===== config.mk =====
export PLATFORM = sky130hd
export DESIGN_NAME = nibble_serial_adder
export DESIGN_NICKNAME = d
export VERILOG_FILES = /design/src/rtl/nibble_serial_adder.sv
export SDC_FILE = /design/constraint.sdc
export NUM_CORES = 1
export LEC_CHECK = 0
export ABC_CLOCK_PERIOD_IN_PS = 6200
export BUFFER_PORTS_ARGS = -buffer_cell sky130_fd_sc_hd__buf_4
export CORE_MARGIN = 3
export CORE_UTILIZATION = 43
export DETAILED_ROUTE_END_ITERATION = 6
export PLACE_DENSITY = 0.75
export SETUP_SLACK_MARGIN = 0.02
export SYNTH_ARGS = -nofsm -noshare
export SYNTH_HDL_FRONTEND = slang
export SYNTH_HIERARCHICAL = 1
export SYNTH_SLANG_ARGS = --single-unit

===== constraint.sdc =====
create_clock -name clk -period 6.2 [get_ports clk]
set_clock_uncertainty 0.15 [all_clocks]
set_input_delay 0.62 -clock clk [delete_from_list [all_inputs] [get_ports clk]]
set_output_delay 0.62 -clock clk [all_outputs]
set_load 0.01 [all_outputs]

===== src/rtl/nibble_serial_adder.sv =====
// ============================================================================
// nibble_serial_adder : multi-cycle W-bit adder, one nibble per clock via CLA
// Revision 1.0
// ============================================================================
`default_nettype none

module nibble_serial_adder_cla4 (
  input  logic [3:0] a_i,
  input  logic [3:0] b_i,
  input  logic       c_i,
  output logic [3:0] s_o,
  output logic       c_o
);
  logic [3:0] w_p;
  logic [3:0] w_g;
  logic [4:0] w_c;

  assign w_p    = a_i ^ b_i;
  assign w_g    = a_i & b_i;
  assign w_c[0] = c_i;
  assign w_c[1] = w_g[0] | (w_p[0] & w_c[0]);
  assign w_c[2] = w_g[1] | (w_p[1] & w_g[0]) | (w_p[1] & w_p[0] & w_c[0]);
  assign w_c[3] = w_g[2] | (w_p[2] & w_g[1]) | (w_p[2] & w_p[1] & w_g[0])
                | (w_p[2] & w_p[1] & w_p[0] & w_c[0]);
  assign w_c[4] = w_g[3] | (w_p[3] & w_g[2]) | (w_p[3] & w_p[2] & w_g[1])
                | (w_p[3] & w_p[2] & w_p[1] & w_g[0])
                | (w_p[3] & w_p[2] & w_p[1] & w_p[0] & w_c[0]);
  assign s_o    = w_p ^ w_c[3:0];
  assign c_o    = w_c[4];
endmodule

module nibble_serial_adder #(
  parameter int NIBBLES = 4
) (
  input  logic                 clk,
  input  logic                 rst_n,
  input  logic                 in_valid,
  output logic                 in_ready,
  input  logic [4*NIBBLES-1:0] a,
  input  logic [4*NIBBLES-1:0] b,
  input  logic                 cin,
  output logic                 out_valid,
  input  logic                 out_ready,
  output logic [4*NIBBLES-1:0] sum,
  output logic                 cout,
  output logic                 busy
);
  localparam int W  = 4 * NIBBLES;
  localparam int IW = (NIBBLES > 1) ? $clog2(NIBBLES) : 1;
  localparam logic [IW-1:0] C_LAST = IW'(NIBBLES - 1);

  typedef enum logic [1:0] {
    S_IDLE = 2'd0,
    S_RUN  = 2'd1,
    S_DONE = 2'd2
  } state_t;

  state_t          state_q;
  logic [W-1:0]    a_q;
  logic [W-1:0]    b_q;
  logic [W-1:0]    sum_q;
  logic [IW-1:0]   idx_q;
  logic            carry_q;
  logic            cout_q;
  logic            out_valid_q;

  logic [3:0]      w_a_nib;
  logic [3:0]      w_b_nib;
  logic [3:0]      w_cla_sum;
  logic            w_cla_cout;

  assign w_a_nib = a_q[4*idx_q +: 4];
  assign w_b_nib = b_q[4*idx_q +: 4];

  nibble_serial_adder_cla4 u_cla (
    .a_i (w_a_nib),
    .b_i (w_b_nib),
    .c_i (carry_q),
    .s_o (w_cla_sum),
    .c_o (w_cla_cout)
  );

  always_ff @(posedge clk or negedge rst_n) begin
    if (!rst_n) begin
      state_q     <= S_IDLE;
      a_q         <= '0;
      b_q         <= '0;
      sum_q       <= '0;
      idx_q       <= '0;
      carry_q     <= 1'b0;
      cout_q      <= 1'b0;
      out_valid_q <= 1'b0;
    end else begin
      case (state_q)
        S_IDLE: begin
          if (in_valid) begin
            a_q     <= a;
            b_q     <= b;
            carry_q <= cin;
            idx_q   <= '0;
            sum_q   <= '0;
            state_q <= S_RUN;
          end
        end
        S_RUN: begin
          // Partial sum is visible here but only meaningful once out_valid rises.
          sum_q[4*idx_q +: 4] <= w_cla_sum;
          carry_q             <= w_cla_cout;
          idx_q               <= idx_q + 1'b1;
          if (idx_q == C_LAST) begin
            cout_q      <= w_cla_cout;
            out_valid_q <= 1'b1;
            state_q     <= S_DONE;
          end
        end
        S_DONE: begin
          if (out_ready) begin
            out_valid_q <= 1'b0;
            state_q     <= S_IDLE;
          end
        end
        default: state_q <= S_IDLE;
      endcase
    end
  end

  assign in_ready  = (state_q == S_IDLE);
  assign busy      = (state_q != S_IDLE);
  assign out_valid = out_valid_q;
  assign sum       = sum_q;
  assign cout      = cout_q;
endmodule

`default_nettype wire

== Word level (Yosys, flattened, before mapping) ==
Cells that the tools add are included.

* Register bits after elaboration: 55
* Input port bits: 37
* Output and inout bits: 20
* Word-level logic and storage cells: 72

* Add/sub/neg operators: 2
* Equality and inequality tests: 6
* Shifts and indexed selects: 4
* Muxes and demuxes: 14
* Bitwise logic cells: 29
* Reductions and logical operators: 9

{| class="wikitable"
|+ Operators by type and width
! cell !! count
|-
| $neg A4 Y34 || 1
|-
| $shift A4 B34 Y16 const A || 1
|-
| $shiftx A4 B34 Y16 || 1
|-
| $pmux W16 S2 || 1
|-
| $shiftx A16 B5 Y4 || 2
|-
| $and A1 B1 Y1 || 16
|-
| $bwmux W16 || 1
|-
| $mux W16 || 1
|-
| $or A1 B1 Y1 || 10
|-
| $mux W2 || 4
|-
| $xor A4 B4 Y4 || 2
|-
| $ne A2 B2 Y1 const B || 3
|-
| $pmux W2 S3 || 1
|-
| $reduce_and A2 Y1 || 3
|-
| $reduce_and A3 Y1 || 2
|-
| $reduce_bool A2 Y1 || 3
|-
| $and A4 B4 Y4 || 1
|-
| $eq A2 B2 Y1 const B || 2
|-
| $pmux W1 S2 || 2
|-
| $pmux W2 S2 || 1
|-
| $mux W1 || 3
|-
| $add A2 B1 Y2 const B || 1
|-
| $eq A2 B1 Y1 const B || 1
|-
| $logic_not A2 Y1 || 1
|}

== Longest topological paths before layout ==
Gate-level depths: netlist of run 1.

* Depth after elaboration: 10
* Depth in mapped cells: 9
* Depth with buffers taken out: 7

== Cells and area by module ==
The synthesis of run 1 kept the hierarchy.

{| class="wikitable"
|+ By module, submodules not included
! module !! instances !! cells each !! area each (um^2) !! seq. area each (um^2)
|-
| nibble_serial_adder || 1 || 169 || 2600.0 || 1376.3
|-
| nibble_serial_adder_cla4 || 1 || 17 || 147.6 || 0.0
|}

== Worst setup path after synthesis of run 1 ==
Ideal clock, no wire load.

* Path type: reg-to-reg
* Start point: reg idx_q[0]
* End point: reg sum_q[15] (netlist: sum[15])
* Setup time: 0.121 ns
* Data arrival time: 2.456 ns
* Data required time: 5.929 ns
* Slack: 3.473 ns
* Cell stages (with the launch flop): 10
* Path buffers: 2
* Period minus slack after synthesis: 2.727 ns
* Cell sequence: dfrtp_1 buf_2 buf_4 mux4_2 ha_1 a21o_1 a31o_1 xor2_1 nor2b_1 a22o_1

* Elaborated cells on any way between the ends: 25
* Those cells by class: 1 x add/sub; 4 x shift; 2 x mux; 18 x bitwise

{| class="wikitable"
|+ RTL lines
! what !! RTL line !! text
|-
| start: declaration || 62 || <nowiki>logic [IW-1:0] idx_q;</nowiki>
|-
| start signal: assignment || 109 || <nowiki>idx_q <= idx_q + 1'b1;</nowiki>
|-
| $shiftx A16 B5 Y4 * || 72 || <nowiki>assign w_a_nib = a_q[4*idx_q +: 4];</nowiki>
|-
| via w_a_nib[0] || 67 || <nowiki>logic [3:0] w_a_nib;</nowiki>
|-
| $and A4 B4 Y4 or $xor A4 B4 Y4 (tied branches) || 19, 18 ||
|-
| $and A1 B1 Y1, on equally long branches || 23, 24 ||
|-
| $or A1 B1 Y1 or $and A1 B1 Y1 (tied branches) || 23, 24 ||
|-
| $or A1 B1 Y1 * || 24 || <nowiki>| (w_p[2] & w_p[1] & w_p[0] & w_c[0]);</nowiki>
|-
| $xor A4 B4 Y4 * || 28 || <nowiki>assign s_o = w_p ^ w_c[3:0];</nowiki>
|-
| via w_cla_sum[3] || 69 || <nowiki>logic [3:0] w_cla_sum;</nowiki>
|-
| $shiftx A4 B34 Y16 * || 107 || <nowiki>sum_q[4*idx_q +: 4] <= w_cla_sum;</nowiki>
|-
| $bwmux W16 * || 107 ||
|-
| $pmux W16 S2 * || 94 || <nowiki>case (state_q)</nowiki>
|-
| end signal: indexed assignment || 107 ||
|-
| end: declaration || 61 || <nowiki>logic [W-1:0] sum_q;</nowiki>
|}

The timed path passes the listed nets; every way through them passes the cells marked *.
A chain may end at the register's enable or synchronous reset.

== Final worst setup path of run 1 ==
Same ends and word-level chain as after synthesis.

==> results.toml, run 1 <==
[setup_path]
cp_slowest_cell = "dfrtp_1"
critPathMaxStageDelay_ps = 840
worstPathBufferInverterCount = 0
crit_chain = "mux4_2 -> ha_1 -> a21o_1 -> a31o_1 -> xor2_1 -> nor2b_1 -> a22o_1"
cp.depth = 7
cp_top_family = "flip-flops"
critPathKind = "flop to flop"
r2r-start = "idx_q[0]"
crit_arrival_ps = 3050
cp-startpoint = "idx_q[0]"
worstPathRequired_ps = 6260
crit_path_start_kind = "flop"
cp_max_fo = 17
crit_path_end_kind = "flop"
r2r_cells = 7

[floorplanning]
start_util_pct = 45.3
die_h_microns = 85.9
fp.coreArea_sq_um = 6060
rows = 28
ios = 57
die_w_microns = 85.9
die-area_sq_um = 7380

[synth]
ys.warnings.count = 6
netlist_instances = 186
synth_edf_count = 0
synth_area_per_cell_sq_um = 14.8
synth_area_sq_um = 2750
ys_async_sr_fraction_pct = 100
synth-seq-cells = 55
ys.flop_type = "dfrtp_1"
synth.distinct_cells = 34
yosysSeqAreaShare_pct = 50.1
syn_nets = 233

[layout]
fin_nets = 287
layout_common_cells = "buf_4 (56), dfrtp_1 (55), mux2_4 (30)"
drive_gt1_share_pct = 46.1
area_growth_pct = 18.8
layout_commonest_cell = "buf_4"
final_area_sq_um = 3260
antenna_cells = 0

[power_and_ir_drop]
power.total_mw = 1.87
ir_drop_v = 0.000289
pwr_density_cell_nw_per_um2 = 574
p_leak_nw = 1.58

[placed_design]
post-place-ws_ps = 3200
gp_congestion = 0.775
post_dp_cell_area_sq_um = 3160
post-dp-hpwl_microns = 3850
portBuffers = 56

[cts]
insertion_delay_ps = 310
htree_levels = 2
cts-buffers-inserted = 5
clock-sinks = 55
cts_tree = "done"
ctsResizeCount = 0
clockRootBuffer = "clkbuf_8"
clock_path_buffers = 2
post_cts_buffers = 0
path_clk_slew_ps = 100
cts_hold_buf = 0

[grt]
antenna_found_initial = 0
overflow = 0
grt_usage_pct = 15.2
grt_max_degree = 56
grt_pass1_vias = 1750
grt_pass1_wl_microns = 8850

[detailed_routing]
num_vias = 1657
wire_per_inst_microns = 16.3
ant_nets = 0
drt_pass1_iterations = 4
postRouteWirelength_microns = 5150
drtIter0Drc = 91
avgViaCountPerCell = 5.24
drc = 0

[sta]
setup_ws_ps = 3210
relSlewSlack_pct = 50.2
setup_viol = 0
rsz0062_at_grt = "no"
max_freq_mhz = 334
hold_viol_final = 0
final_max_slew_viol_count = 0
tns_ps = 0
fin_crit_ps = 2990
post-route-period-util_pct = 48.2
max_slew.worst_pin.slew_ps = 747

[run_status]
outcome = "completed"

[hold_path]
hold_class = "input port to asynchronous set/reset pin"

[run]
drv_cap = 0
through the flow:
step | utilization, % | hold WS, ps | std cells
floorplan | - | 174 | 186
global placement | 52.2 | 338 | 308
detailed placement | 52.2 | 342 | 308
CTS | 53.8 | 215 | 316
global route | 53.8 | 247 | 316
finish | 53.8 | 192 | 316
layout make-up:
cell class	instances	area, sq um
well taps	75	93.8
flip-flops and latches	55	1380
multi-input cells	113	1240
repair buffers	56	420
inverters	9	33.8
clock inverters	2	16.3
clock buffers	6	82.6
fillers	510	2800
sequential cells by signal, indices dropped and copies added, names as in the netlist:
signal     flops
a_q           16
state_q        2
idx_q          2
sum           16
cout           1
b_q           16
out_valid      1
carry_q        1
Yosys cell counts, types with 2 or more instances:
master    number  area, sq um
mux2_4        30          450
o21ai_0        2         10.0
nand2b_1       2         12.5
buf_12         3         60.1
nor3_2         2         20.0
a21oi_1        4         20.0
mux4_2         8          180
ha_1           9          113
buf_2          3         15.0
dfrtp_1       55         1380
nor2b_1        6         37.5
xnor2_1        2         17.5
a21o_1         7         52.6
inv_1          8         30.0
nand2_1        9         33.8
mux2_2         3         33.8
a22o_1        16          140
logic make-up (layout without fill, tap and decap cells):
| kind of cell | count (synthesis) | after routing | synth area share (%) |
|---|---|---|---|
| flip-flops | 55 | 55 | 50.1 |
| multiplexers | 41 | 41 | 24.2 |
| AO/OA/AOI/OAI | 35 | 35 | 9.84 |
| AND/OR/NAND/NOR | 24 | 24 | 5.33 |
| buffers and inverters | 18 | 73 | 4.78 |
| adder cells (fa/ha/maj) | 10 | 10 | 4.83 |
| XOR/XNOR | 3 | 3 | 0.956 |
report_power, final:
part           switching, mW  internal [mW]  leakage [nW]
clock network          0.117         0.0914        0.0474
registers              0.146          0.519         0.685
logic                  0.431          0.570         0.849
total                  0.694           1.18          1.58
final timing paths:
check | to | slack (ps)
min reg2reg | sum[0] | 360
min | sum[14] | 190
max reg2reg | sum[15] | 3210
max | sum[15] | 3210
max in group asynchronous | b_q[2] | 5270
min in group clk | state_q[1] | 330
worst reg2reg max path, cell delays in order, from the launching register on:
cell and delay, ps:
dfrtp_1 840, mux4_2 610, ha_1 310, a21o_1 200
a31o_1 240, xor2_1 150, nor2b_1 160, a22o_1 230
layer usage:
layer / global-route usage, % / up-vias / wire [microns]
met5: 0 / - / 0
met4: 3.88 / 0 / 44
li1: - / 782 / -
met3: 3.46 / 5 / 291
met1: 21.5 / 819 / 2420
met2: 23.6 / 51 / 2400
No activity file was read; power rests on OpenSTA's default activity.
==> run 2, diff against run 1 <==
ABC_CLOCK_PERIOD_IN_PS = 2560   (was 6200)
PLACE_DENSITY = 0.78   (was 0.75)
clock period = 2.56 ns   (was 6.2 ns; I/O delays follow)
==> run 2 against run 1 <==
  * Fmax increased by 20%
  * Combinational power grew to 2.8 times the previous value
  * Utilization rose by 1.9 points
  * Clock-buffer cell count fell by 1
  * Clock power increased by 110%
  * Final cell count grew 2.5%
  * Wire length grew 6.2%
==> results.toml, run 2 (same netlist as run 1, synthesis figures left out) <==
[sta]
max_slew.worst_pin.slew_ps = 668
max_freq_mhz = 401
post-route-period-util_pct = 97.4
tns_ps = 0
hold_viol_final = 0
setup_viol = 0
relSlewSlack_pct = 55.5
fin_crit_ps = 2490
final_max_slew_viol_count = 0

[hold_path]
whs_endpoint = "b_q[7]"
hold_start = "b[7]"
min_delay_path_depth = 2
hold_class = "input port to flop"

[layout]
ff_latch_area_sq_um = 1380
multi_input_area_sq_um = 1270
final_area_sq_um = 3380
fillers = 498
layout_common_cells = "buf_4 (61), dfrtp_1 (55), mux2_4 (30)"
drive_gt1_share_pct = 48.6
layout_commonest_cell = "buf_4"
antenna_cells = 0
fin_nets = 297
area_growth_pct = 22.9
utilization_pct = 55.7

[floorplanning]
fp.coreArea_sq_um = 6060
start_util_pct = 45.3
ios = 57
die_h_microns = 85.9
rows = 28
die-area_sq_um = 7380
die_w_microns = 85.9

[detailed_routing]
drtIter0Drc = 70
drc = 0
avgViaCountPerCell = 5.30
wire_per_inst_microns = 16.9
postRouteWirelength_microns = 5470
num_vias = 1718
ant_nets = 0
drt_pass1_iterations = 4

[power_and_ir_drop]
p_clk_share_pct = 9.1
internal-power_mw = 3.06
switching_share_pct = 36.9
pwr-share-comb_pct = 58.7
p_leak_nw = 1.63
pwr_density_cell_nw_per_um2 = 1440
power.total_mw = 4.85
p_seq_share_pct = 32.2
p_sw_mw = 1.79
ir_drop_v = 0.000714

[setup_path]
cp_slowest_cell = "mux4_2"
critPathMaxStageDelay_ps = 550
worstPathBufferInverterCount = 1
reg2reg_to = "sum[15]"
crit_path_end_kind = "flop"
rrSetupSlack_ps = 70
crit_arrival_ps = 2540
worstPathRequired_ps = 2600
r2r_cells = 8
critPathKind = "flop to flop"
cp_max_fo = 5
cp_top_family = "compound AO/OA/AOI/OAI gates"
r2r-start = "idx_q[0]"
crit_chain = "buf_6 -> mux4_2 -> ha_4 -> a21o_1 -> a31o_1 -> xor2_1 -> nor2b_4 -> a22o_1"
crit_path_start_kind = "flop"

[grt]
use_met2_pct = 26.8
grt_usage_pct = 15.7
grt_pass1_vias = 1876
grt.met1_usage_pct = 20.5
grt_util_met3_pct = 3.36
grt_busiest_layer = "met2"
grt_max_degree = 56
antenna_found_initial = 0
grt_pass1_wl_microns = 9250
overflow = 0

[run_status]
outcome = "completed"

[cts]
cts-buffers-inserted = 5
path_clk_slew_ps = 90
insertion_delay_ps = 300
clock-sinks = 55
cts_tree = "done"
clockRootBuffer = "clkbuf_8"
htree_levels = 2
clock_path_buffers = 2

[placed_design]
gp_congestion = 0.771
portBuffers = 56
post-dp-hpwl_microns = 4130
post_dp_cell_area_sq_um = 3230

[run]
drv_cap = 0
-- run 2: repair_timing --
action | in CTS | in global routing
setup buffers | 0 | 3
hold buffers | 2 | 0
endpoints found under the hold margin | 56 | 0
endpoints found under the setup margin | 0 | 6
gates resized for setup | 0 | 5
-- run 2: how the worst max path moves through the flow --
stage	start	endpoint	slack, ps	depth (start not counted)
3_3_place_gp	idx_q[0]	sum[7]	90	8
6_report	idx_q[0]	sum[15]	70	8
5_1_grt	idx_q[0]	sum[6]	-70	8
3_5_place_dp	idx_q[0]	sum[7]	60	8
2_1_floorplan	idx_q[0]	sum[11]	-8	9
4_1_cts	idx_q[0]	sum[7]	40	8
-- run 2: routing by layer --
metal | part of all wire (%) | up-vias
met4 | 0.80 | 0
met3 | 5.0 | 5
met2 | 52 | 44
met5 | 0 | -
li1 | - | 804
met1 | 42 | 865
-- run 2: through the flow --
step	hold slack (ps)	setup slack [ps]	std cells
after floorplan	-190	-7.67	186
final	28.9	65.9	324
after global placement	185	93.3	313
after CTS	24.7	38.0	321
after detailed placement	192	61.7	313
after global routing	21.3	-65.9	324
-- run 2: area by class of cell --
class / instances / share of cell area (%)
clock inverters: 1 / 0.222
repair buffers: 66 / 15.4
inverters: 9 / 1.00
multi-input cells: 113 / 37.8
flip-flops and latches: 55 / 40.8
well taps: 75 / 2.78
clock buffers: 5 / 2.04
-- run 2: worst reg2reg max path, stage by stage, from the launching register on --
cell     delay, ps
dfrtp_1        390
buf_6          140
mux4_2         550
ha_4           270
a21o_1         170
a31o_1         200
xor2_1         180
nor2b_4        140
a22o_1         210
-- run 2: power groups by stage --
stage	sequential, mW	clock, mW	combinational (mW)
finish	1.56	0.440	2.84
CTS	1.57	0.450	2.66
detailed placement	1.58	0	2.64
global route	1.62	0.478	3.11
global placement	1.57	0	2.57
floorplan	1.47	0	2.12
